$ cat src/rtl/frame_loader.sv
// frame_loader: pipelined Wishbone write master that copies one picture frame, row by row,
// into a row-addressed display slave, with a single-entry request slot and bus-error abort.
module frame_loader #(
  parameter int WB_DATA_WIDTH = 32,
  parameter int ROW_COUNT = 8,
  parameter int WB_ADDR_WIDTH = $clog2(ROW_COUNT),
  parameter int WB_SEL_WIDTH = WB_DATA_WIDTH / 8,
  parameter int PIC_COUNT = 4,
  parameter int PIC_W = $clog2(PIC_COUNT),
  parameter int MAX_OUTSTANDING = 4,
  parameter int LOAD_ON_RESET = 1
) (
  input  logic                     clk,
  input  logic                     reset,
  input  logic                     i_change,
  input  logic                     i_sel_valid,
  input  logic [PIC_W-1:0]         i_sel_pic,
  output logic [PIC_W-1:0]         o_pic_rd_pic,
  output logic [WB_ADDR_WIDTH-1:0] o_pic_rd_row,
  input  logic [WB_DATA_WIDTH-1:0] i_pic_rd_data,
  output logic [PIC_W-1:0]         o_pic_num,
  output logic                     o_busy,
  output logic                     o_done,
  output logic                     o_err,
  output logic                     o_wb_cyc,
  output logic                     o_wb_stb,
  output logic                     o_wb_we,
  output logic [WB_ADDR_WIDTH-1:0] o_wb_addr,
  output logic [WB_SEL_WIDTH-1:0]  o_wb_sel,
  output logic [WB_DATA_WIDTH-1:0] o_wb_wdata,
  input  logic                     i_wb_ack,
  input  logic                     i_wb_stall,
  input  logic                     i_wb_err
);
  localparam int CW = $clog2(ROW_COUNT + 1);
  localparam int MO = MAX_OUTSTANDING > ROW_COUNT ? ROW_COUNT : MAX_OUTSTANDING;
  localparam logic [1:0] IDLE = 2'd0, LOAD = 2'd1, DRAIN = 2'd2;
  logic [1:0] state;
  logic r_change, pend, sel_in_range, sel_ok, req, start, beat, ack_ok;
  logic [PIC_W-1:0] pend_pic, last_req, pic, next_pic, req_pic;
  logic [CW-1:0] issued, acked, outstanding;
  // Out-of-range selects only exist when PIC_COUNT is not a power of two
  if (PIC_COUNT == 2 ** PIC_W) begin : g_full
    assign sel_in_range = 1'b1;
  end else begin : g_part
    assign sel_in_range = i_sel_pic < PIC_W'(PIC_COUNT);
  end
  always_comb begin
    sel_ok = i_sel_valid && sel_in_range;
    next_pic = (last_req == PIC_W'(PIC_COUNT - 1)) ? '0 : last_req + 1'b1;
    req = sel_ok || (i_change && !r_change);
    req_pic = sel_ok ? i_sel_pic : next_pic;
    start = (state == IDLE) && pend;
    outstanding = issued - acked;
    o_wb_cyc = (state != IDLE) && !reset;
    o_wb_stb = (state == LOAD) && (outstanding < CW'(MO)) && !reset;
    o_wb_we = o_wb_cyc;
    beat = o_wb_stb && !i_wb_stall;
    ack_ok = o_wb_cyc && i_wb_ack && (acked < CW'(ROW_COUNT));
  end
  assign o_busy = state != IDLE;
  assign o_pic_rd_pic = pic;
  assign o_pic_rd_row = WB_ADDR_WIDTH'(issued);
  assign o_wb_addr = WB_ADDR_WIDTH'(issued);
  assign o_wb_sel = '1;
  assign o_wb_wdata = i_pic_rd_data;
  // r_change keeps sampling through reset so a level held across reset is not an edge
  always_ff @(posedge clk) begin
    r_change <= i_change;
    if (reset) begin
      state <= IDLE;
      pend <= LOAD_ON_RESET != 0;
      pend_pic <= '0;
      last_req <= '0;
      pic <= '0;
      issued <= '0;
      acked <= '0;
      o_pic_num <= '0;
      o_done <= 1'b0;
      o_err <= 1'b0;
    end else begin
      o_done <= 1'b0;
      if (req) begin
        pend <= 1'b1;
        pend_pic <= req_pic;
        last_req <= req_pic;
      end else if (start) begin
        pend <= 1'b0;
      end
      if (start) begin
        state <= LOAD;
        pic <= pend_pic;
        issued <= '0;
        acked <= '0;
        o_err <= 1'b0;
        o_pic_num <= pend_pic;
      end else if (o_wb_cyc && i_wb_err) begin
        state <= IDLE;
        o_err <= 1'b1;
      end else begin
        if (beat) issued <= issued + 1'b1;
        if (ack_ok) acked <= acked + 1'b1;
        if (beat && issued == CW'(ROW_COUNT - 1)) state <= DRAIN;
        if (state == DRAIN && acked == CW'(ROW_COUNT)) begin
          o_done <= 1'b1;
          state <= IDLE;
        end
      end
    end
  end
endmodule
$ cat config.mk
export PLATFORM = sky130hd
export DESIGN_NAME = frame_loader
export DESIGN_NICKNAME = d
export VERILOG_FILES = /design/src/rtl/frame_loader.sv
export SDC_FILE = /design/constraint.sdc
export NUM_CORES = 1
export LEC_CHECK = 0
export CELL_PAD_IN_SITES_DETAIL_PLACEMENT = 1
export CELL_PAD_IN_SITES_GLOBAL_PLACEMENT = 2
export CORE_MARGIN = 5
export CORE_UTILIZATION = 16
export DETAILED_ROUTE_END_ITERATION = 16
export GPL_TIMING_DRIVEN = 0
export PLACE_DENSITY_LB_ADDON = 0.2
export SLEW_MARGIN = 20
export SYNTH_ARGS = -nofsm -noshare
export SYNTH_HDL_FRONTEND = slang
export SYNTH_SLANG_ARGS = --single-unit
$ cat constraint.sdc
create_clock -name clk -period 1.89 [get_ports clk]
set_input_delay 0.378 -clock clk [delete_from_list [all_inputs] [get_ports clk]]
set_output_delay 0.378 -clock clk [all_outputs]
set_load 0.02 [all_outputs]
==> key figures <==
Power
  – Leak pwr: 0.000911 uW
  – Pwr dens: 494 nW/um^2
  – Worst vdd ir: 0.147 mV

Worst setup path
  – Worst setup EP type: primary output
  – Setup Crit Path Kind: reg -> out
  – Largest stage delay on the critical path: 340 ps
  – Slowest CP cell: dfxtp_2
  – Worst setup path end: o_wb_stb
  – Crit path DAT: 1700 ps
  – FF-to-FF path depth: 4
  – CP required: 1510 ps
  – R2R setup slack: 40 ps
  – Worst path top cell family by delay: compound AO/OA/AOI/OAI gates
  – Crit Reg-Reg Startpoint: issued[0]
  – RR Endpoint: state[1]
  – CP Cell Sequence: inv_2 > ha_4 > a21o_1 > a31o_4 > xnor2_4 > nor3_4 > buf_6
  – CP Max Fanout: 3
  – CP startpoint kind: flip-flop
  – Worst Path Buf+Inv: 2
  – Worst Setup SP: acked[2]
  – Levels on crit path: 7

Clock network
  – H-tree depth: 1
  – Clk_lat worst skew: 260 ps
  – CTS Buf Count: 3
  – Clk pin slew, worst setup/hold paths: 80 ps
  – Root Driver: clkbuf_8
  – Clock Tree Buf Depth: 2
  – # hold bufs at CTS: 0
  – TritonCTS clock tree: yes
  – Clk sinks: 18

Die
  – Core Footprint: 7770 sq um
  – Die Height: 99.7 um
  – Row count: 32
  – # IOs: 93
  – Starting Density: 0.166
  – Die area: 9940 sq um
  – Die W: 99.7 um

Timing
  – Endpoints failing hold: 0
  – Period utilization: 1.10
  – Max-slew violations: 0
  – RSZ-0062 raised after global routing: true
  – Skew final: 6.79 ps
  – F_max: 0.482 GHz
  – Final setup fails: 1
  – Fin worst setup slack: -183 ps
  – Min Tclk post-route: 2070 ps

Min path
  – Hold Crit Class: reg -> reg
  – HP Start: o_err
  – Hold path depth: 2

Detailed routing
  – Residual DRC: 0
  – Antenna-violating nets left: 0
  – Drt first pass iters: 2
  – Vias/cell: 3.61
  – 1st-iter DRT viols: 10
  – Vias: 1152
  – Routed wire length: 3630 um
  – WL per Instance: 11.4 um

Place
  – Gpl congestion: 0.666
  – Final HPWL DP: 2990 um
  – Port-buffer cells: 56
  – Place WS: -596 ps
  – Placed Instances: 307

Job
  – Max-cap violations: 0

Final layout
  – Finished Layout Cells: 319
  – Diodes inserted: 0
  – Layout cells sized above 1: 0.392
  – Net count, final: 265
  – Layout fillers: 908
  – Layout area overhead: 70.1%

GRT
  – Antenna violations before repair: 0
  – First-pass GRT wire length: 5600 um
  – Largest net degree at the start of global routing: 11
  – Remaining global-route overflow: 0
  – Number of global-route vias before repair: 1224
  – All-Layer GR Usage: 0.0690

Synth
  – Gate Count Post-Synth: 146
  – Synthesized flop and latch total: 18
  – Average size of a mapped cell: 8.82 sq um
  – YS warnings: 0
  – Unique masters post-synth: 37
  – Seq/Total Area, Yosys: 0.280
  – Post-synthesis cell area: 1290 sq um

Status
  – Violated checks: negative setup slack
  – Outcome: finished with violations
-- where the power goes --
part | internal, uW | switching [uW]
clock network | 185 | 146
registers | 392 | 15.8
logic | 185 | 158
-- sequential cells by signal, indices dropped and copies added (netlist names) --
signal,count
last_req,2
o_done,1
pend,1
state,2
o_err,1
acked,4
issued,4
r_change,1
o_pic_rd_pic,2
-- routing by layer --
layer | vias up | part of all wire | global-route usage
li1 | 578 | - | -
met1 | 535 | 0.37 | 0.0725
met2 | 37 | 0.55 | 0.134
met3 | 2 | 0.066 | 0.0147
met4 | 0 | 0.0052 | 0.0221
met5 | - | 0 | 0
-- cells in the mapped netlist, drive strengths merged --
master,number,area share
o31a,1,0.0068
or3,1,0.0087
a21o,1,0.0058
or4bb,1,0.0097
nand4,1,0.0049
or3b,1,0.0068
xor2,1,0.0068
nand2b,2,0.016
ha,6,0.058
nand3,3,0.012
nor4b,1,0.012
dfxtp,18,0.28
a21oi,11,0.052
conb,1,0.0029
and3,1,0.0049
nor4,2,0.015
xnor2,5,0.046
clkbuf,1,0.0029
o21ba,1,0.0078
nor2,12,0.035
o221a,1,0.0087
a41oi,1,0.0068
mux2i,5,0.039
buf,46,0.27
nor3,3,0.016
o21a,1,0.0058
inv,6,0.017
a31o,1,0.0068
o22ai,1,0.0049
nor3b,1,0.0058
nand2,9,0.026
-- through the flow --
step                hold slack [ps]  setup TNS, ps  power (uW)  utilization  cell area, sq um
CTS                             477           -277        1100        0.279              2170
global route                    502           -348        1140        0.282              2190
detailed placement              460          -2070         759        0.259              2010
floorplan                       406              0         618            -              1320
global placement                453          -2050         759        0.259              2010
finish                          469           -183        1080        0.282              2190
-- worst min-delay path, stage by stage (launching register included) --
cell,delay (ps)
dfxtp_1,330
a21oi_1,40
nor2_1,70
-- kinds of logic (layout without fill, tap and decap cells) --
kind of cell,Yosys count,after routing,share of synthesized area
other,1,4,0.00291
flip-flops,18,18,0.280
AND/OR/NAND/NOR,38,38,0.171
adder cells (fa/ha/maj),6,6,0.0583
buffers and inverters,53,121,0.292
multiplexers,5,5,0.0389
AO/OA/AOI/OAI,19,19,0.105
XOR/XNOR,6,6,0.0525
-- layout by cell type (no fill, tap or decap), types with 2 or more instances in the layout --
cell type | synthesis | final
nor2_1 | 12 | 10
nand3_1 | 3 | 3
xnor2_4 | 0 | 2
clkbuf_8 | 0 | 4
mux2i_1 | 5 | 5
buf_6 | 1 | 2
buf_4 | 45 | 53
nor2_2 | 0 | 2
nand2_1 | 9 | 8
dfxtp_2 | 0 | 5
nor3_4 | 0 | 2
conb_1 | 1 | 4
inv_1 | 6 | 5
dfxtp_1 | 18 | 12
a21oi_1 | 10 | 10
clkdlybuf4s50_1 | 0 | 52
ha_1 | 6 | 4
xnor2_1 | 3 | 3
-- final cells by class --
cell class / instances / area (sq um) / area share
Buffer: 47 / 353 / 0.161
Clock buffer: 4 / 55.1 / 0.0251
Inverter: 6 / 22.5 / 0.0103
Multi-Input combinational cell: 78 / 643 / 0.294
Sequential cell: 18 / 370 / 0.169
Tap cell: 102 / 128 / 0.0583
Timing Repair Buffer: 64 / 618 / 0.282
-- timing repair --
action,CTS,global route
setup endpoints to repair,5,9
resized for setup,19,8
pin swaps,5,1
setup buffers,8,0
-- how the worst min path moves through the flow --
stage                           end  slack [ps]
floorplan                  r_change         410
global placement              o_err         450
detailed placement            o_err         460
CTS                 o_pic_rd_pic[1]         480
global route                  o_err         500
finish                        o_err         470
Note: power is estimated with default switching activity, not from simulation.
